--- src/rtl/tns_decoder_03.sv ---
// Receive-side TNS decoder: turns 3-bit crosstalk-avoidance codewords back into
// DATA_W-bit groups, flags range/history errors and packs GROUPS groups per word.
module tns_decoder_03 #(
    parameter int DATA_W = 2,
    parameter int W_A    = 2,
    parameter int W_B    = 1,
    parameter int W_C    = 1,
    parameter int GROUPS = 4
) (
    input  logic                       clock,
    input  logic                       reset,
    input  logic [2:0]                 code_in,
    input  logic                       code_valid,
    input  logic                       sof,
    input  logic                       clr_err,
    output logic [DATA_W-1:0]          group_out,
    output logic                       group_valid,
    output logic [GROUPS*DATA_W-1:0]   word_out,
    output logic                       word_valid,
    output logic                       err_range,
    output logic                       err_seq,
    output logic                       err_sticky
);

    localparam int SUM_W  = $clog2(W_A + W_B + 2);
    localparam int CNT_W  = $clog2(GROUPS);
    localparam int WORD_W = GROUPS * DATA_W;

    typedef enum logic {
        IDLE    = 1'b0,
        COLLECT = 1'b1
    } state_t;

    function automatic logic [SUM_W-1:0] decode_sum(input logic [2:0] c);
        int s;
        s = (c[2] ? W_A : 0) + (c[1] ? W_B : 0) + (c[0] ? 1 : 0);
        return SUM_W'(s);
    endfunction

    function automatic logic range_err(input logic [SUM_W-1:0] s);
        return int'(s) > ((1 << DATA_W) - 1);
    endfunction

    // Inside this band the encoder repeats its previous c2, so a flip is illegal.
    function automatic logic in_band(input logic [SUM_W-1:0] s);
        return (int'(s) >= W_A) && (int'(s) < (W_A + W_C));
    endfunction

    state_t              state_q, state_d;
    logic [CNT_W-1:0]    cnt_q, cnt_d;
    logic [WORD_W-1:0]   slots_q, slots_d;
    logic [WORD_W-1:0]   word_q, word_d;
    logic                wvld_q, wvld_d;
    logic [DATA_W-1:0]   group_q, group_d;
    logic                gvld_q, gvld_d;
    logic                erange_q, erange_d;
    logic                eseq_q, eseq_d;
    logic                sticky_q, sticky_d;
    logic                prev_c2_q, prev_c2_d;
    logic                first_q, first_d;

    logic [SUM_W-1:0]    sum;
    logic [DATA_W-1:0]   grp;
    logic                e_rng;
    logic                e_seq;

    always_comb begin
        sum   = decode_sum(code_in);
        grp   = DATA_W'(sum);
        e_rng = range_err(sum);
        e_seq = in_band(sum) && !first_q && (code_in[2] != prev_c2_q);
    end

    always_comb begin
        state_d   = state_q;
        cnt_d     = cnt_q;
        slots_d   = slots_q;
        word_d    = word_q;
        wvld_d    = 1'b0;
        group_d   = group_q;
        gvld_d    = 1'b0;
        erange_d  = 1'b0;
        eseq_d    = 1'b0;
        prev_c2_d = prev_c2_q;
        first_d   = first_q;
        // A same-cycle error overrides the clear.
        sticky_d  = clr_err ? 1'b0 : sticky_q;

        if (code_valid) begin
            group_d   = grp;
            gvld_d    = 1'b1;
            erange_d  = e_rng;
            eseq_d    = e_seq;
            prev_c2_d = code_in[2];
            first_d   = 1'b0;
            sticky_d  = sticky_d | e_rng | e_seq;

            if (sof) begin
                slots_d[DATA_W-1:0] = grp;
                cnt_d               = CNT_W'(1);
                state_d             = COLLECT;
            end else if (state_q == COLLECT) begin
                slots_d[int'(cnt_q)*DATA_W +: DATA_W] = grp;
                if (cnt_q == CNT_W'(GROUPS - 1)) begin
                    word_d = slots_d;
                    wvld_d = 1'b1;
                    cnt_d  = '0;
                end else begin
                    cnt_d = cnt_q + CNT_W'(1);
                end
            end
        end
    end

    always_ff @(posedge clock or posedge reset) begin
        if (reset) begin
            state_q   <= IDLE;
            cnt_q     <= '0;
            slots_q   <= '0;
            word_q    <= '0;
            wvld_q    <= 1'b0;
            group_q   <= '0;
            gvld_q    <= 1'b0;
            erange_q  <= 1'b0;
            eseq_q    <= 1'b0;
            sticky_q  <= 1'b0;
            prev_c2_q <= 1'b0;
            first_q   <= 1'b1;
        end else begin
            state_q   <= state_d;
            cnt_q     <= cnt_d;
            slots_q   <= slots_d;
            word_q    <= word_d;
            wvld_q    <= wvld_d;
            group_q   <= group_d;
            gvld_q    <= gvld_d;
            erange_q  <= erange_d;
            eseq_q    <= eseq_d;
            sticky_q  <= sticky_d;
            prev_c2_q <= prev_c2_d;
            first_q   <= first_d;
        end
    end

    assign group_out   = group_q;
    assign group_valid = gvld_q;
    assign word_out    = word_q;
    assign word_valid  = wvld_q;
    assign err_range   = erange_q;
    assign err_seq     = eseq_q;
    assign err_sticky  = sticky_q;

endmodule

--- config.mk ---
export PLATFORM = sky130hd
export DESIGN_NAME = tns_decoder_03
export DESIGN_NICKNAME = d
export VERILOG_FILES = /design/src/rtl/tns_decoder_03.sv
export SDC_FILE = /design/constraint.sdc
export NUM_CORES = 1
export LEC_CHECK = 0
export ABC_CLOCK_PERIOD_IN_PS = 1800
export BUFFER_PORTS_ARGS = -buffer_cell sky130_fd_sc_hd__buf_4
export CORE_MARGIN = 1
export CORE_UTILIZATION = 45
export CTS_BUF_LIST = sky130_fd_sc_hd__clkbuf_8
export CTS_CLUSTER_DIAMETER = 50
export CTS_CLUSTER_SIZE = 40
export DETAILED_ROUTE_END_ITERATION = 8
export GPL_TIMING_DRIVEN = 1
export PLACE_DENSITY = 0.69
export SLEW_MARGIN = 10
export SYNTH_ARGS = -nofsm -noshare
export SYNTH_HDL_FRONTEND = slang
export SYNTH_SLANG_ARGS = --single-unit
--- constraint.sdc ---
create_clock -name clock -period 1.8 [get_ports clock]
set_input_delay 0.09 -clock clock [delete_from_list [all_inputs] [get_ports clock]]
set_output_delay 0.09 -clock clock [all_outputs]
set_load 0.05 [all_outputs]
==> metrics.txt <==
I/O Pins=23; via/cell ratio=5.287; Final Critical Period=1.688 ns; clk sink count=28; post-CTS setup buffers=0; status=finished, violations left; CP max FO=9; Reg clk slew, reported paths=0.09 ns; FF-to-FF End=slots_q[0]; Cell Pwr Density=1335 nW/um2; post-route design area=1652 um2; sequential cell area=701.9 um2; Hold Path Class=in2reg; vias in the first global route=928; Slowest cell on crit path=ha_1; total global-route track usage=16.51%; Setup TNS=0 ns; Avg Cell Area, Syn=11.46 um2; Syn-to-layout area delta=19.13%; CTS Buffer Depth=2; via count=941; Clock Latency Late Sink=0.27 ns; worst slew pin tran=0.3395 ns; Worst Path Arrival=1.86 ns; Buf/Inv on CP=1; failing checks=DRC; delay-heaviest family, CP=adder cells; Nets=165; CTS buffer count=3; max incr delay on CP=0.47 ns; Setup CP Type=reg2reg; global-route wire length before repair=4.084 mm; global placer's final weighted congestion=0.7265; Rows=19; count of final max-slew check failures=0; Peak Freq=592.3 MHz; R2R cell count=5; ANT cells=0; Max rail drop VDD=0.4690 mV; Setup Skew=0.003981 ns; full die area=3307 um2; Post-DRT Antenna Nets=0; Setup Viol. Count Final=0; DRT Pass-1 Iters=6; initial antenna violation count=0; detailed-route wire length=2.439 mm; slew margin rel.=77.37%; H-tree levels=1; WHS=0.02303 ns; Mapped Nets=138; DR WL/cell=13.70 um; Hold Path Sink=group_valid; GR Overflow Total=0; top routing layer in use=met4; Die W=57.51 um; DRC Markers=1; MaxCap Viol Count=0; area of the multi-input gates=635.6 um2; Initial Util=49.00%; Clock Tree Root=clkbuf_8; RSZ-0062 raised after global routing=no; Seq/Total Area, Yosys=50.63%; hold_sp=code_valid; startpoint types=flop; final core occ=58.38%; Syn. warnings=0; DRT met1 WL=1.177 mm; Port-buffer cells=22; largest net degree at the start of global routing=29; initial drt markers=20; hpwl dp=1.752 mm; cells after synthesis=121; Critical Path RT=1.97 ns; Die H=57.51 um; met2 WL=1.114 mm; Leak=0.8119 nW; Hold Fails Final Rpt=0; Core Area=2829 um2; CTS tree=done; CP Capture Type=flop; Netlist cell types=35; R2R Path Start=cnt_q[1]; met3 routed WL=72 um; fin crit share=93.79%; cell area after synthesis=1386 um2; Hold Path Depth=1; layout cells sized above 1=30.61%; #FFs+latches synth=28; DP Area=1578 um2; worst path cell trace=inv_1, ha_1, nor4bb_4, or2_1, a32o_1; setup slack, reg-to-reg=0.11 ns; Fillers=246
area by class of cell:
| class | instances | area share [%] |
|---|---|---|
| clock buffer | 4 | 3.333 |
| inverter | 6 | 1.364 |
| multi-input combinational | 83 | 38.48 |
| sequential | 28 | 42.50 |
| tap | 31 | 2.348 |
| timing repair buffer | 26 | 11.97 |
registers in the layout, indices dropped and copies added (netlist names):
register     count
group_valid      1
slots_q          8
word_out         8
state_q          1
err_sticky       1
err_range        1
word_valid       1
cnt_q            2
err_seq          1
first_q          1
prev_c2_q        1
group_out        2
layer usage:
layer  global-route usage [%]  vias to the layer above
li1                         -                      471
met1                    20.61                      446
met2                    25.42                       17
met3                    3.175                        7
met4                    12.20                        0
met5                        0                        -
worst max-delay path by stage:
| stage | start | end | cells past startpoint |
|---|---|---|---|
| 2_1_floorplan | cnt_q[0] | slots_q[4] | 6 |
| 3_3_place_gp | cnt_q[1] | slots_q[1] | 5 |
| 3_5_place_dp | cnt_q[1] | slots_q[0] | 5 |
| 4_1_cts | cnt_q[1] | slots_q[0] | 5 |
| 5_1_grt | cnt_q[1] | slots_q[0] | 5 |
| 6_report | cnt_q[1] | slots_q[0] | 5 |
worst register-to-register path, cell delays in order (launching register included):
cell and delay (ns):
dfrtp_1 0.41, inv_1 0.11, ha_1 0.47, nor4bb_4 0.09
or2_1 0.24, a32o_1 0.27
power breakdown:
part	internal [W]	switching, W
Combinational	0.000333	0.000627
Clock	0.000196	0.000187
Sequential	0.000780	0.0000812
Total	0.00131	0.000895
cells by family after synthesis:
kind of cell / after synthesis / share of synthesized area (%)
multiplexers: 10 / 7.852
buffers and inverters: 10 / 4.151
adder cells (fa/ha/maj): 9 / 8.123
AND/OR/NAND/NOR: 40 / 18.05
XOR/XNOR: 1 / 0.6319
AO/OA/AOI/OAI: 23 / 10.56
flip-flops: 28 / 50.63
cells in the final DEF, fill, tap and decap left out:
cell type      instances
and4b_1                1
and4bb_2               2
inv_1                  6
nor3_1                 1
and3b_1                1
buf_4                 25
nor4bb_4               1
clkbuf_8               4
a22o_1                 2
ha_1                   9
nor2b_1                7
o21a_1                 1
nand2_1                7
dlygate4sd3_1          1
mux2i_1                3
a21o_1                 2
and3_1                 1
or2_1                  1
dfstp_2                1
o21ai_0                3
nand4_1                2
nor3b_1                1
nor2_1                 8
and3b_2                1
and2_4                 1
and2_1                 1
a31o_2                 1
and3_2                 2
nand2b_1               2
a31oi_1                2
dfrtp_1               27
xnor2_1                1
mux2_2                 7
a21oi_1               10
a32o_1                 2
Yosys cell counts:
| master | number | area, um2 |
|---|---|---|
| a21o_1 | 2 | 15.01 |
| a21oi_1 | 10 | 50.05 |
| a22o_1 | 2 | 17.52 |
| a31o_2 | 1 | 8.760 |
| a31oi_1 | 2 | 12.51 |
| a32o_1 | 2 | 20.02 |
| and2_1 | 1 | 6.260 |
| and2_4 | 1 | 8.760 |
| and3_1 | 1 | 6.260 |
| and3_2 | 2 | 15.01 |
| and3b_1 | 1 | 8.760 |
| and3b_2 | 1 | 10.01 |
| and4b_1 | 1 | 10.01 |
| and4bb_2 | 2 | 25.02 |
| buf_2 | 1 | 5.000 |
| buf_4 | 1 | 7.510 |
| buf_6 | 2 | 22.52 |
| dfrtp_1 | 27 | 675.7 |
| dfstp_2 | 1 | 26.28 |
| ha_1 | 9 | 112.6 |
| inv_1 | 6 | 22.52 |
| mux2_2 | 7 | 78.83 |
| mux2i_1 | 3 | 30.03 |
| nand2_1 | 7 | 26.28 |
| nand2b_1 | 2 | 12.51 |
| nand4_1 | 2 | 12.51 |
| nor2_1 | 8 | 30.03 |
| nor2b_1 | 7 | 43.79 |
| nor3_1 | 1 | 5.000 |
| nor3b_1 | 1 | 7.510 |
| nor4bb_2 | 1 | 16.27 |
| o21a_1 | 1 | 7.510 |
| o21ai_0 | 3 | 15.01 |
| or2_1 | 1 | 6.260 |
| xnor2_1 | 1 | 8.760 |
metrics by stage:
stage,instances,setup WS [ns],power (W)
floorplan,121,0.1194,0.001555
global placement,173,0.2298,0.001796
detailed placement,173,0.1300,0.001822
CTS,178,0.1027,0.002206
global route,178,0.0002640,0.002312
finish,178,0.1118,0.002204
what timing repair did:
| action | in CTS | in global routing |
|---|---|---|
| hold endpoints to repair | 27 | 0 |
| gates resized for setup | 0 | 1 |
| endpoints found under the setup margin | 0 | 2 |
| hold buffers | 1 | 0 |
Power figures use the tool's default switching activity.
